==> config.mk <==
export PLATFORM = sky130hd
export DESIGN_NAME = sop_lut_eval
export DESIGN_NICKNAME = d
export VERILOG_FILES = /design/src/rtl/sop_lut_eval.sv
export SDC_FILE = /design/constraint.sdc
export NUM_CORES = 1
export LEC_CHECK = 0
export ABC_AREA = 1
export CELL_PAD_IN_SITES_DETAIL_PLACEMENT = 0
export CELL_PAD_IN_SITES_GLOBAL_PLACEMENT = 1
export CORE_ASPECT_RATIO = 0.5
export CORE_MARGIN = 8
export CORE_UTILIZATION = 36
export CTS_CLUSTER_DIAMETER = 30
export CTS_CLUSTER_SIZE = 16
export DETAILED_ROUTE_END_ITERATION = 10
export PLACE_DENSITY = 0.9
export SLEW_MARGIN = 20
export SYNTH_ARGS = -nofsm -noshare
export SYNTH_HDL_FRONTEND = slang
export SYNTH_SLANG_ARGS = --single-unit
==> constraint.sdc <==
create_clock -name clk -period 1.4 [get_ports clk]
set_input_delay 0.28 -clock clk [delete_from_list [all_inputs] [get_ports clk]]
set_output_delay 0.28 -clock clk [all_outputs]
set_load 0.02 [all_outputs]
==> src/rtl/sop_lut_eval.sv <==
// Programmable N-input sum-of-minterms function with an eval port and a self-driven exhaustive sweep.
// Optional SOP_LUT_ONES_COUNT_EN adds ones_cnt, the count of true results in the current/last sweep.
module sop_lut_eval #(
    parameter int N_IN = 3,
    parameter logic [(1<<N_IN)-1:0] DEFAULT_MASK = 8'hCA
) (
    input  logic                   clk,
    input  logic                   rst_n,
    input  logic                   cfg_we,
    input  logic [(1<<N_IN)-1:0]   cfg_mask,
    input  logic                   start,
    input  logic                   in_valid,
    output logic                   in_ready,
    input  logic [N_IN-1:0]        in_vec,
    output logic                   out_valid,
    input  logic                   out_ready,
    output logic [N_IN-1:0]        out_vec,
    output logic                   out_s,
    output logic                   busy,
    output logic                   sweep_done
`ifdef SOP_LUT_ONES_COUNT_EN
    ,
    output logic [N_IN:0]          ones_cnt
`endif
);

    localparam int MW = 1 << N_IN;
    localparam logic [N_IN:0] CNT_ONE = 1;

    typedef enum logic [1:0] {S_IDLE, S_SWEEP, S_DONE} state_t;

    state_t          state;
    logic [MW-1:0]   mask;
    logic [N_IN:0]   cnt;
    logic            out_free;
    logic            xfer;
    logic            accept;

`ifdef SOP_LUT_ONES_COUNT_EN
    // Distinguishes sweep results from an eval result still draining after start.
    logic            out_sweep;
`endif

    assign out_free   = !out_valid || out_ready;
    assign xfer       = out_valid && out_ready;
    assign in_ready   = (state == S_IDLE) && !start && out_free;
    assign accept     = in_valid && in_ready;
    assign busy       = (state != S_IDLE);
    assign sweep_done = (state == S_DONE);

    // cnt's top bit set means every vector has been loaded; only the last result remains.
    always_ff @(posedge clk or negedge rst_n) begin
        if (!rst_n) begin
            state     <= S_IDLE;
            mask      <= DEFAULT_MASK;
            cnt       <= '0;
            out_valid <= 1'b0;
            out_vec   <= '0;
            out_s     <= 1'b0;
`ifdef SOP_LUT_ONES_COUNT_EN
            out_sweep <= 1'b0;
            ones_cnt  <= '0;
`endif
        end else begin
            case (state)
                S_IDLE: begin
                    if (cfg_we) begin
                        mask <= cfg_mask;
                    end
                    if (start) begin
                        state <= S_SWEEP;
                        cnt   <= '0;
`ifdef SOP_LUT_ONES_COUNT_EN
                        ones_cnt <= '0;
`endif
                        if (xfer) begin
                            out_valid <= 1'b0;
                        end
                    end else if (accept) begin
                        out_vec   <= in_vec;
                        out_s     <= mask[in_vec];
                        out_valid <= 1'b1;
`ifdef SOP_LUT_ONES_COUNT_EN
                        out_sweep <= 1'b0;
`endif
                    end else if (xfer) begin
                        out_valid <= 1'b0;
                    end
                end
                S_SWEEP: begin
                    if (out_free && !cnt[N_IN]) begin
                        out_vec   <= cnt[N_IN-1:0];
                        out_s     <= mask[cnt[N_IN-1:0]];
                        out_valid <= 1'b1;
                        cnt       <= cnt + CNT_ONE;
`ifdef SOP_LUT_ONES_COUNT_EN
                        out_sweep <= 1'b1;
`endif
                    end else if (xfer) begin
                        out_valid <= 1'b0;
                        if (cnt[N_IN]) begin
                            state <= S_DONE;
                        end
                    end
`ifdef SOP_LUT_ONES_COUNT_EN
                    if (xfer && out_s && out_sweep) begin
                        ones_cnt <= ones_cnt + CNT_ONE;
                    end
`endif
                end
                S_DONE: begin
                    state <= S_IDLE;
                    cnt   <= '0;
                end
                default: begin
                    state <= S_IDLE;
                end
            endcase
        end
    end

endmodule

==> impl_metrics.csv, run 1 <==
group,metric,value,unit
global_routing,grt_first_pass_wirelength,4440,µm
cells_and_area,fin_cells,230,
placed_design,place.detailed.instances,219,
yosys,synth.area.top_cells,"dfrtp_1 (34%), nand2_1 (14%), dfstp_2 (9.5%), nand3_1 (6.4%), inv_1 (5.1%)",
yosys,synth_area_leader_cell,"dfrtp_1",
yosys,synth.distinct_cells,25,
cells_and_area,final_nets,209,
setup_path,criticalPathCategory,"register to register",
pwr,power.density,2030,mW/mm²
die,top_level_ports,25,
hold_path,hold_path.class,"primary input to async pin",
cells_and_area,area_delta_synth_final,50.9,%
cells_and_area,antenna_cells,0,
yosys,synth_warnings,0,
die,die_width,94.3,µm
yosys,ys_async_sr_fraction,1.00,
die,die_y,55.1,µm
yosys,most_common_cell_in_the_netlist,"nand2_1",
clock_tree,worst_skew_pair.late_latency,260,ps
sta,period_minus_slack,1390,ps
sta,actual_slew_at_the_worst_max_slew_pin,237,ps
global_routing,vias_in_the_first_global_route,995,
sta,maximum_operating_frequency,718,MHz
routing,drt-pass1-iter-count,4,
run,count_of_max_cap_constraint_violations,0,
sta,fin_crit_sh,0.995,
setup_path,number_of_cells_traversed_by_the_worst_register_to_register_path,10,
pwr,sw_frac_of_total,0.413,
routing,drt_first_iter_violations,43,
yosys,synth.cells.most_frequent,"nand2_1 (41), dfrtp_1 (15), inv_1 (15), nand3_1 (14), nor2_1 (12)",
pwr,intPower,1.98,mW
setup_path,critPathLaunchType,"register",
yosys,ys_ff_latch,19,
routing,wl,2580,µm
placed_design,preCtsSetupSlack,-523,ps
clock_tree,htreeDepth,1,
yosys,synth-seq-area-share,0.436,
cells_and_area,final_layout_size_suffix_gt1_frac,0.342,
die,fp.dieArea,0.00520,mm²
setup_path,cpPeakStageDelay,400,ps
routing,antenna_violating_nets_post_route,0,
die,initial_core_util,0.372,
yosys,syn-num-nets,155,
sta,timing_hold_violations_final,0,
pwr,irDropWorstVdd,0.699,mV
sta,timing_max_transition_violations_final,0,
routing,via_count,1003,
routing,post_drt_via_cell_ratio,4.36,
placed_design,dp_hpwl,2020,µm
setup_path,crit_fanout,6,
setup_path,slowest_stage,"dfrtp_1",
setup_path,r2r-start,"state[1]$_DFFE_PN0P_",
placed_design,port-buffer-count,24,
setup_path,critical_path.endpoint_type,"register",
pwr,seq_power_share,0.302,
sta,setup_slack,6.94,ps
run_status,run_status,"finished, final reports clean",
setup_path,timing.critical_path.required,1580,ps
pwr,power.net_switching,1.39,mW
clock_tree,ctsRootBufferMaster,"clkbuf_8",
sta,fin_worst_hold_slack,345,ps
die,floorplan.core_area,0.00296,mm²
routing,route.detailed.drc,0,
setup_path,crit-reg2reg-capture,"cnt[2]$_DFFE_PN0P_",
setup_path,worstPathCellList,"buf_6 > inv_4 > buf_6 > nand2_4 > buf_4 > a21oi_2 > nor2_4 > nand2_1 > nand2_1 > a21oi_1",
sta,final.setup.tns,0,ps
sta,report.final.setup_viol,0,
global_routing,global_route.usage.total,0.110,
clock_tree,clk_pin_slew_worst_paths,70,ps
clock_tree,holdBufCountCts,0,
setup_path,worstPathBufferInverterCount,4,
clock_tree,cts_bufs_inserted,3,
routing,routed_wire_length_per_instance,11.2,µm
setup_path,ff2ff_setup_slack,7,ps
setup_path,worstPathArrival,1580,ps
sta,slew_headroom,0.842,
yosys,synth.top_cell.area_share,0.341,
placed_design,gp_routability_congestion,0.845,
sta,clock_skew,3.53,ps
global_routing,grt_max_degree,20,
yosys,post_synth_instance_area,0.00110,mm²
clock_tree,tritoncts,"done",
setup_path,cp_top_family,"flip-flops",
yosys,syn_inst,137,
pwr,p_leak,0.844,nW
global_routing,grt_overflow_total,0,
yosys,synthesis.area_per_instance,8.05,µm²
pwr,power_frac_clock,0.112,
pwr,p_comb_frac,0.586,
clock_tree,tritoncts_sink_count,19,
die,rows,14,
yosys,synth-edff-count,0,
yosys,leading_register_cell_type_out_of_synthesis,"dfrtp_1",
clock_tree,cts_buffer_depth,2,
sta,rsz_0062_raised_after_global_routing,"yes",
global_routing,antenna_found_initial,0,
## logic make-up (layout without fill, tap and decap cells)
group	Yosys count	after routing	share of synthesized area
fa+ha+maj	1	1	0.0113
mux	4	4	0.0477
buf+inv	20	73	0.0840
compound gates	15	15	0.0806
flops	19	19	0.436
simple gates	78	78	0.341
## final cells by class
| class | count | area [µm²] |
|---|---|---|
| fill | 274 | 1300 |
| multi-input combinational | 98 | 557 |
| sequential | 19 | 480 |
| timing repair buffer | 50 | 445 |
| inverter | 19 | 83.8 |
| tap | 40 | 50.0 |
| clock buffer | 3 | 41.3 |
| clock inverter | 1 | 5.00 |
## power groups by stage
stage | combinational, mW | clock [mW] | sequential [mW]
floorplan | 1.05 | 0 | 1.07
global placement | 1.73 | 0 | 1.02
detailed placement | 1.76 | 0 | 1.03
CTS | 1.74 | 0.393 | 1.01
global route | 2.19 | 0.416 | 1.06
finish | 1.97 | 0.378 | 1.02
## flip-flops by register name (all words and copies together), names as in the netlist
| name | count |
|---|---|
| mask | 8 |
| cnt | 4 |
| out_vec | 3 |
| out_valid | 1 |
| state | 2 |
| out_s | 1 |
## routing by layer
| layer | global-route usage | share of wire |
|---|---|---|
| met5 | 0 | 0 |
| met4 | 0.0468 | 0.017 |
| met3 | 0.0296 | 0.046 |
| met2 | 0.178 | 0.45 |
| met1 | 0.138 | 0.48 |
## cell usage in the layout, fill, tap and decap left out, types with 6 or more instances in the layout
cell	n
nand2_2	6
inv_1	14
nor2_1	9
nand2_1	38
clkdlybuf4s50_1	15
buf_4	21
buf_6	7
nand3_1	14
dfrtp_1	15
a21oi_1	6
## how the worst max path moves through the flow
stage	startpoint	to	depth (start not counted)
5_1_grt	state[1]$_DFFE_PN0P_	out_s$_DFFE_PN0P_	11
2_1_floorplan	out_valid$_DFFE_PN0P_	in_ready	3
3_5_place_dp	out_ready	in_ready	6
3_3_place_gp	out_ready	in_ready	6
4_1_cts	state[0]$_DFFE_PN0P_	in_ready	4
6_report	state[1]$_DFFE_PN0P_	cnt[2]$_DFFE_PN0P_	10
## metrics by stage
step | total power [mW] | utilization | instance area [µm²]
6_report | 3.37 | 0.562 | 1660
5_1_grt | 3.66 | 0.562 | 1660
4_1_cts | 3.15 | 0.528 | 1560
3_5_place_dp | 2.79 | 0.515 | 1520
3_3_place_gp | 2.74 | 0.515 | 1520
2_1_floorplan | 2.12 | - | 1100
## repair_timing
item | CTS | global route
endpoints found under the setup margin | 9 | 9
resized for setup | 21 | 17
setup buffers | 1 | 6
pin swaps | 3 | 10
(Power assumes the default switching activity.)
==> inputs of run 2 (changes only) <==
--- a/config.mk
+++ b/config.mk
@@ -14,7 +14,7 @@
 export CTS_CLUSTER_DIAMETER = 30
 export CTS_CLUSTER_SIZE = 16
 export DETAILED_ROUTE_END_ITERATION = 10
-export PLACE_DENSITY = 0.9
+export PLACE_DENSITY_LB_ADDON = 0.1
 export SLEW_MARGIN = 20
 export SYNTH_ARGS = -nofsm -noshare
 export SYNTH_HDL_FRONTEND = slang
==> run 2 against run 1 <==
- critical path depth fell by 6
- first-iteration DRC count is 2.3% higher
- clock power barely moved
- largest power group unchanged
- clock skew is 0.85 ps lower
==> impl_metrics.csv, run 2 (synthesized netlist as in run 1, its figures left out) <==
group,metric,value,unit
setup_path,worstPathCellList,"nor2_2 > buf_4 > inv_2 > buf_6",
routing,drt-pass1-iter-count,4,
run_status,run_status,"finished, final reports clean",
pwr,p_leak,0.817,nW
cells_and_area,final_nets,205,
cells_and_area,reg_top3,"mask: 8 flops, cnt: 4 flops, out_vec: 3 flops",
setup_path,cpPeakStageDelay,390,ps
placed_design,gp_routability_congestion,0.790,
pwr,irDropWorstVdd,0.827,mV
die,fp.dieArea,0.00520,mm²
setup_path,ff2ff_setup_slack,30,ps
hold_path,hold_path.class,"primary input to async pin",
die,initial_core_util,0.372,
global_routing,grt_first_pass_wirelength,4650,µm
placed_design,place.detailed.instances,218,
cells_and_area,top_register,"mask",
placed_design,dp_hpwl,2070,µm
sta,timing_max_transition_violations_final,0,
setup_path,timing.critical_path.required,1120,ps
sta,fin_crit_sh,0.976,
cells_and_area,fin_cells,226,
sta,rsz_0062_raised_after_global_routing,"yes",
clock_tree,ctsRootBufferMaster,"clkbuf_8",
global_routing,antenna_found_initial,0,
setup_path,slowest_stage,"dfrtp_1",
cells_and_area,largest_register_ffs,8,
setup_path,critPathLaunchType,"register",
sta,actual_slew_at_the_worst_max_slew_pin,278,ps
clock_tree,holdBufCountCts,0,
sta,report.final.setup_viol,0,
routing,routed_wire_length_per_instance,11.3,µm
routing,post_drt_via_cell_ratio,4.44,
setup_path,critical_path.endpoint_type,"output port",
pwr,post_layout_total_power,3.32,mW
placed_design,port-buffer-count,24,
clock_tree,clk_pin_slew_worst_paths,70,ps
routing,via_count,1004,
routing,wl,2550,µm
die,die_width,94.3,µm
global_routing,global_route.usage.total,0.114,
cells_and_area,antenna_cells,0,
sta,final.setup.tns,0,ps
cells_and_area,area_delta_synth_final,47.6,%
sta,timing_hold_violations_final,0,
clock_tree,tritoncts,"done",
global_routing,grt_overflow_total,0,
clock_tree,tritoncts_sink_count,19,
global_routing,grt_max_degree,20,
global_routing,vias_in_the_first_global_route,1051,
routing,route.detailed.drc,0,
clock_tree,worst_skew_pair.late_latency,250,ps
die,die_y,55.1,µm
pwr,power.density,2040,mW/mm²
die,rows,14,
routing,antenna_violating_nets_post_route,0,
die,top_level_ports,25,
setup_path,crit_fanout,3,
routing,drt_first_iter_violations,44,
placed_design,placed_area,0.00152,mm²
setup_path,worstPathArrival,1090,ps
sta,clock_skew,2.68,ps
clock_tree,cts_bufs_inserted,3,
cells_and_area,post-route-cell-area,0.00163,mm²
cells_and_area,most_common_cell_after_layout_fill_and_taps_aside,"nand2_1",
clock_tree,cts_buffer_depth,2,
die,floorplan.core_area,0.00296,mm²
sta,period_minus_slack,1370,ps
setup_path,criticalPathCategory,"register to output port",
run,count_of_max_cap_constraint_violations,0,
sta,maximum_operating_frequency,732,MHz
clock_tree,htreeDepth,1,
cells_and_area,most-common-layout-cells,"nand2_1 (41), buf_4 (18), dfrtp_1 (15), clkdlybuf4s50_1 (15)",
sta,slew_headroom,0.814,
cells_and_area,final_layout_size_suffix_gt1_frac,0.301,
-- run 2: final cells by class --
type,count,area [µm²]
clock buffer,4,45.0
fill,294,1330
inverter,19,88.8
multi-input combinational,98,551
sequential,19,480
tap,40,50.0
timing repair buffer,46,412
-- run 2: power by group --
group	total [mW]	switching, mW	internal [mW]
Sequential	1.01	0.173	0.841
Clock	0.375	0.173	0.202
Combinational	1.93	1.01	0.919
-- run 2: final timing paths --
| check | startpoint | to | cells past startpoint |
|---|---|---|---|
| min reg2reg | out_s$_DFFE_PN0P_ | out_s$_DFFE_PN0P_ | 2 |
| max | state[1]$_DFFE_PN0P_ | busy | 4 |
| max in group asynchronous | rst_n | mask[1]$_DFFE_PN1P_ | 2 |
| max reg2reg | state[0]$_DFFE_PN0P_ | cnt[0]$_DFFE_PN0P_ | 10 |
| min in group clk | out_ready | state[1]$_DFFE_PN0P_ | 3 |
| min | rst_n | cnt[3]$_DFFE_PN0P_ | 2 |
-- run 2: layer usage --
| metal | routed length, µm | track usage | up-vias |
|---|---|---|---|
| li1 | - | - | 530 |
| met1 | 1280 | 0.143 | 451 |
| met2 | 1090 | 0.184 | 21 |
| met3 | 157 | 0.0377 | 2 |
| met4 | 27 | 0.0390 | 0 |
| met5 | 0 | 0 | - |
-- run 2: per-stage QoR --
step	utilization	hold WS (ps)	setup WS, ps
2_1_floorplan	-	-15.6	77.0
3_3_place_gp	0.512	464	-493
3_5_place_dp	0.512	465	-537
4_1_cts	0.530	361	-88.2
5_1_grt	0.549	392	-57.1
6_report	0.549	357	33.6
-- run 2: critical path: cells and delay by family, from the launching register on --
kind                   cells  cell delay [ps]
DFF                        1              390
buffers and inverters      3              310
and+or+nand+nor            1              140
-- run 2: what timing repair did --
action	4_1_cts	5_1_grt
buffers inserted	3	3
pin swaps	4	6
gates cloned	0	0
gates resized for setup	21	16
endpoints found under the setup margin	12	15
==> inputs of run 3 (changes only) <==
--- a/config.mk
+++ b/config.mk
@@ -5,13 +5,12 @@
 export SDC_FILE = /design/constraint.sdc
 export NUM_CORES = 1
 export LEC_CHECK = 0
-export ABC_AREA = 1
 export CELL_PAD_IN_SITES_DETAIL_PLACEMENT = 0
 export CELL_PAD_IN_SITES_GLOBAL_PLACEMENT = 1
 export CORE_ASPECT_RATIO = 0.5
 export CORE_MARGIN = 8
-export CORE_UTILIZATION = 36
-export CTS_CLUSTER_DIAMETER = 30
+export CORE_UTILIZATION = 37
+export CTS_CLUSTER_DIAMETER = 150
 export CTS_CLUSTER_SIZE = 16
 export DETAILED_ROUTE_END_ITERATION = 10
 export PLACE_DENSITY_LB_ADDON = 0.1
==> run 3 against run 2 <==
- the run now ends with setup timing left
- synthesized area is 10% lower
- core utilization up 4.4 points
- via count decreased by 22%
==> impl_metrics.csv, run 3 <==
group,metric,value,unit
setup_path,worstPathCellList,"or2_4 > buf_6 > buf_6",
setup_path,worstPathBufferInverterCount,2,
die,fp.dieArea,0.00470,mm²
setup_path,critPathLaunchType,"register",
setup_path,ff2ff_setup_slack,-70,ps
cells_and_area,post-route-cell-area,0.00153,mm²
routing,wl,2500,µm
setup_path,worstPathArrival,1200,ps
die,top_level_ports,25,
cells_and_area,largest_register_ffs,8,
yosys,most_common_cell_in_the_netlist,"dfrtp_1",
pwr,post_layout_total_power,3.12,mW
placed_design,placed_area,0.00138,mm²
die,floorplan.core_area,0.00257,mm²
yosys,synth_compound_area_frac,0.0807,
yosys,synth-seq-area-share,0.484,
cells_and_area,nFillCells,224,
yosys,synth-edff-count,0,
sta,report.final.setup_viol,12,
clock_tree,ctsRootBufferMaster,"clkbuf_8",
die,initial_core_util,0.386,
cells_and_area,top_register,"mask",
routing,drt-pass1-iter-count,4,
run_status,run_status,"finished with violations",
global_routing,antenna_found_initial,0,
placed_design,dp_hpwl,1800,µm
die,rows,13,
cells_and_area,most-common-layout-cells,"buf_4 (17), clkdlybuf4s50_1 (15), dfrtp_1 (14)",
run_status,violations_in_the_final_reports,"setup timing",
yosys,synth_warnings,0,
sta,rsz_0062_raised_after_global_routing,"yes",
sta,timing_hold_violations_final,0,
sta,timing_max_transition_violations_final,0,
routing,routed_wire_length_per_instance,15.5,µm
cells_and_area,final_layout_size_suffix_gt1_frac,0.419,
sta,fin_worst_hold_slack,368,ps
routing,via_count,782,
hold_path,hold_path.class,"primary input to async pin",
routing,route.detailed.drc,0,
clock_tree,htreeDepth,1,
setup_path,timing.critical_path.depth,3,
die,die_width,89.2,µm
setup_path,crit_fanout,2,
yosys,syn_inst,80,
global_routing,globalRoute.busiestLayer,"met2",
global_routing,global_routing_usage_on_met2,0.185,
yosys,synthesis.area_per_instance,12.4,µm²
sta,actual_slew_at_the_worst_max_slew_pin,302,ps
cells_and_area,antenna_cells,0,
pwr,irDropWorstVdd,0.988,mV
clock_tree,worst_skew_pair.late_latency,260,ps
sta,slew_headroom,0.799,
yosys,synth_simple_gate_area_frac,0.153,
sta,maximum_operating_frequency,677,MHz
setup_path,slowest_stage,"dfrtp_1",
yosys,synth_area_leader_cell,"dfrtp_1",
yosys,post_synth_instance_area,992,µm²
global_routing,grt_max_degree,20,
die,die_y,52.6,µm
yosys,ys_async_sr_fraction,1.00,
run,count_of_max_cap_constraint_violations,0,
yosys,ys_ff_latch,19,
cells_and_area,final_nets,143,
sta,clock_skew,3.30,ps
setup_path,critical_path.endpoint_type,"output port",
global_routing,grt_first_pass_wirelength,4060,µm
sta,fin_crit_sh,1.06,
yosys,synth_xor_area_frac,0.00883,
global_routing,global_route.usage.total,0.118,
cells_and_area,area_delta_synth_final,53.7,%
cells_and_area,reg_top3,"mask: 8 flops, cnt: 4 flops, out_vec: 3 flops",
pwr,power.density,2050,mW/mm²
placed_design,port-buffer-count,24,
yosys,syn-num-nets,98,
yosys,leading_register_cell_type_out_of_synthesis,"dfrtp_1",
clock_tree,clk_pin_slew_worst_paths,70,ps
yosys,fraction_of_synthesized_area_in_multiplexers,0.240,
placed_design,gp_routability_congestion,0.761,
setup_path,number_of_cells_traversed_by_the_worst_register_to_register_path,4,
setup_path,critical-path-top-cell-by-count,"buf_6",
setup_path,timing.critical_path.required,1120,ps
routing,antenna_violating_nets_post_route,0,
setup_path,cp_top_family,"flip-flops",
global_routing,grt_overflow_total,0,
sta,setup_slack,-77.5,ps
setup_path,cpPeakStageDelay,400,ps
yosys,synth.top_cell.area_share,0.378,
clock_tree,tritoncts_sink_count,19,
yosys,synth.distinct_cells,31,
clock_tree,cts_buffer_depth,2,
global_routing,vias_in_the_first_global_route,860,
cells_and_area,most_common_cell_after_layout_fill_and_taps_aside,"buf_4",
yosys,synth.area.top_cells,"dfrtp_1 (38%), dfstp_2 (11%), mux2_2 (9.1%), mux4_1 (5.3%), mux2i_1 (5.0%)",
sta,period_minus_slack,1480,ps
routing,drt_first_iter_violations,15,
global_routing,global_route.usage.met1,0.137,
placed_design,preCtsSetupSlack,-524,ps
pwr,p_leak,0.707,nW
global_routing,global_route.usage.met3,0.0531,
yosys,largest_family_of_logic_cells_by_synthesized_area,"multiplexers",
yosys,synth.cells.most_frequent,"dfrtp_1 (15), mux2_2 (8), nand2_1 (7), o21ai_0 (6), mux2i_1 (5)",
clock_tree,cts_bufs_inserted,3,
clock_tree,tritoncts,"done",
routing,post_drt_via_cell_ratio,4.86,
setup_path,criticalPathCategory,"register to output port",
yosys,synth-adder-area-share,0.0126,
sta,final.setup.tns,-392,ps
-- run 3: changes by cell type after synthesis, sizes merged, moves of 5 or more --
cell and change:
nand2 -39, mux2i +5, nand3 -11, inv -16, a21oi -7, nor2 -12
-- run 3: final timing paths --
path,startpoint,endpoint
hold reg to reg,out_vec[2]$_DFFE_PN0P_,out_vec[2]$_DFFE_PN0P_
max in group asynchronous,rst_n,mask[1]$_DFFE_PN1P_
setup / recovery,state[1]$_DFFE_PN0P_,busy
min in group clk,out_ready,state[1]$_DFFE_PN0P_
setup reg to reg,cnt[1]$_DFFE_PN0P_,out_s$_DFFE_PN0P_
hold / removal,rst_n,mask[2]$_DFFE_PN0P_
-- run 3: what timing repair did --
| item | CTS | global route |
|---|---|---|
| hold endpoints to repair | 0 | 0 |
| endpoints found under the setup margin | 22 | 16 |
| resized for setup | 33 | 9 |
| pin swaps | 4 | 4 |
| hold buffers | 0 | 0 |
| gates cloned | 0 | 0 |
| setup buffers | 1 | 2 |
-- run 3: metrics by stage --
stage          utilization  instances
3_5_place_dp         0.537        154
2_1_floorplan            -         80
6_report             0.593        161
5_1_grt              0.593        161
4_1_cts              0.579        159
3_3_place_gp         0.537        154
-- run 3: cells by family after synthesis --
family          Yosys count
simple gates             25
flops                    19
mux                      17
compound gates           12
buf+inv                   5
xor+xnor                  1
fa+ha+maj                 1
-- run 3: area by class of cell --
cell class,count,area [µm²],area share
multi-input cells,56,548,0.359
flip-flops and latches,19,482,0.316
repair buffers,43,395,0.259
well taps,37,46.3,0.0304
clock buffers,3,41.3,0.0271
inverters,2,7.51,0.00492
clock inverters,1,5.00,0.00328
-- run 3: power by group --
group,switching [mW],internal (mW)
combinational,0.700,0.953
clock,0.194,0.198
sequential,0.222,0.855
total,1.12,2.01
-- run 3: layer usage --
layer | vias to the layer above | wire [µm]
met5 | - | 0
met4 | 0 | 36
met3 | 5 | 161
met2 | 25 | 1170
met1 | 373 | 1130
li1 | 379 | -
-- run 3: worst reg2reg max path: stages, from the launching register on --
cell and delay [ps]:
dfrtp_2 410, mux4_2 510, mux2i_1 160, a2bb2oi_1 180, o31ai_1 90
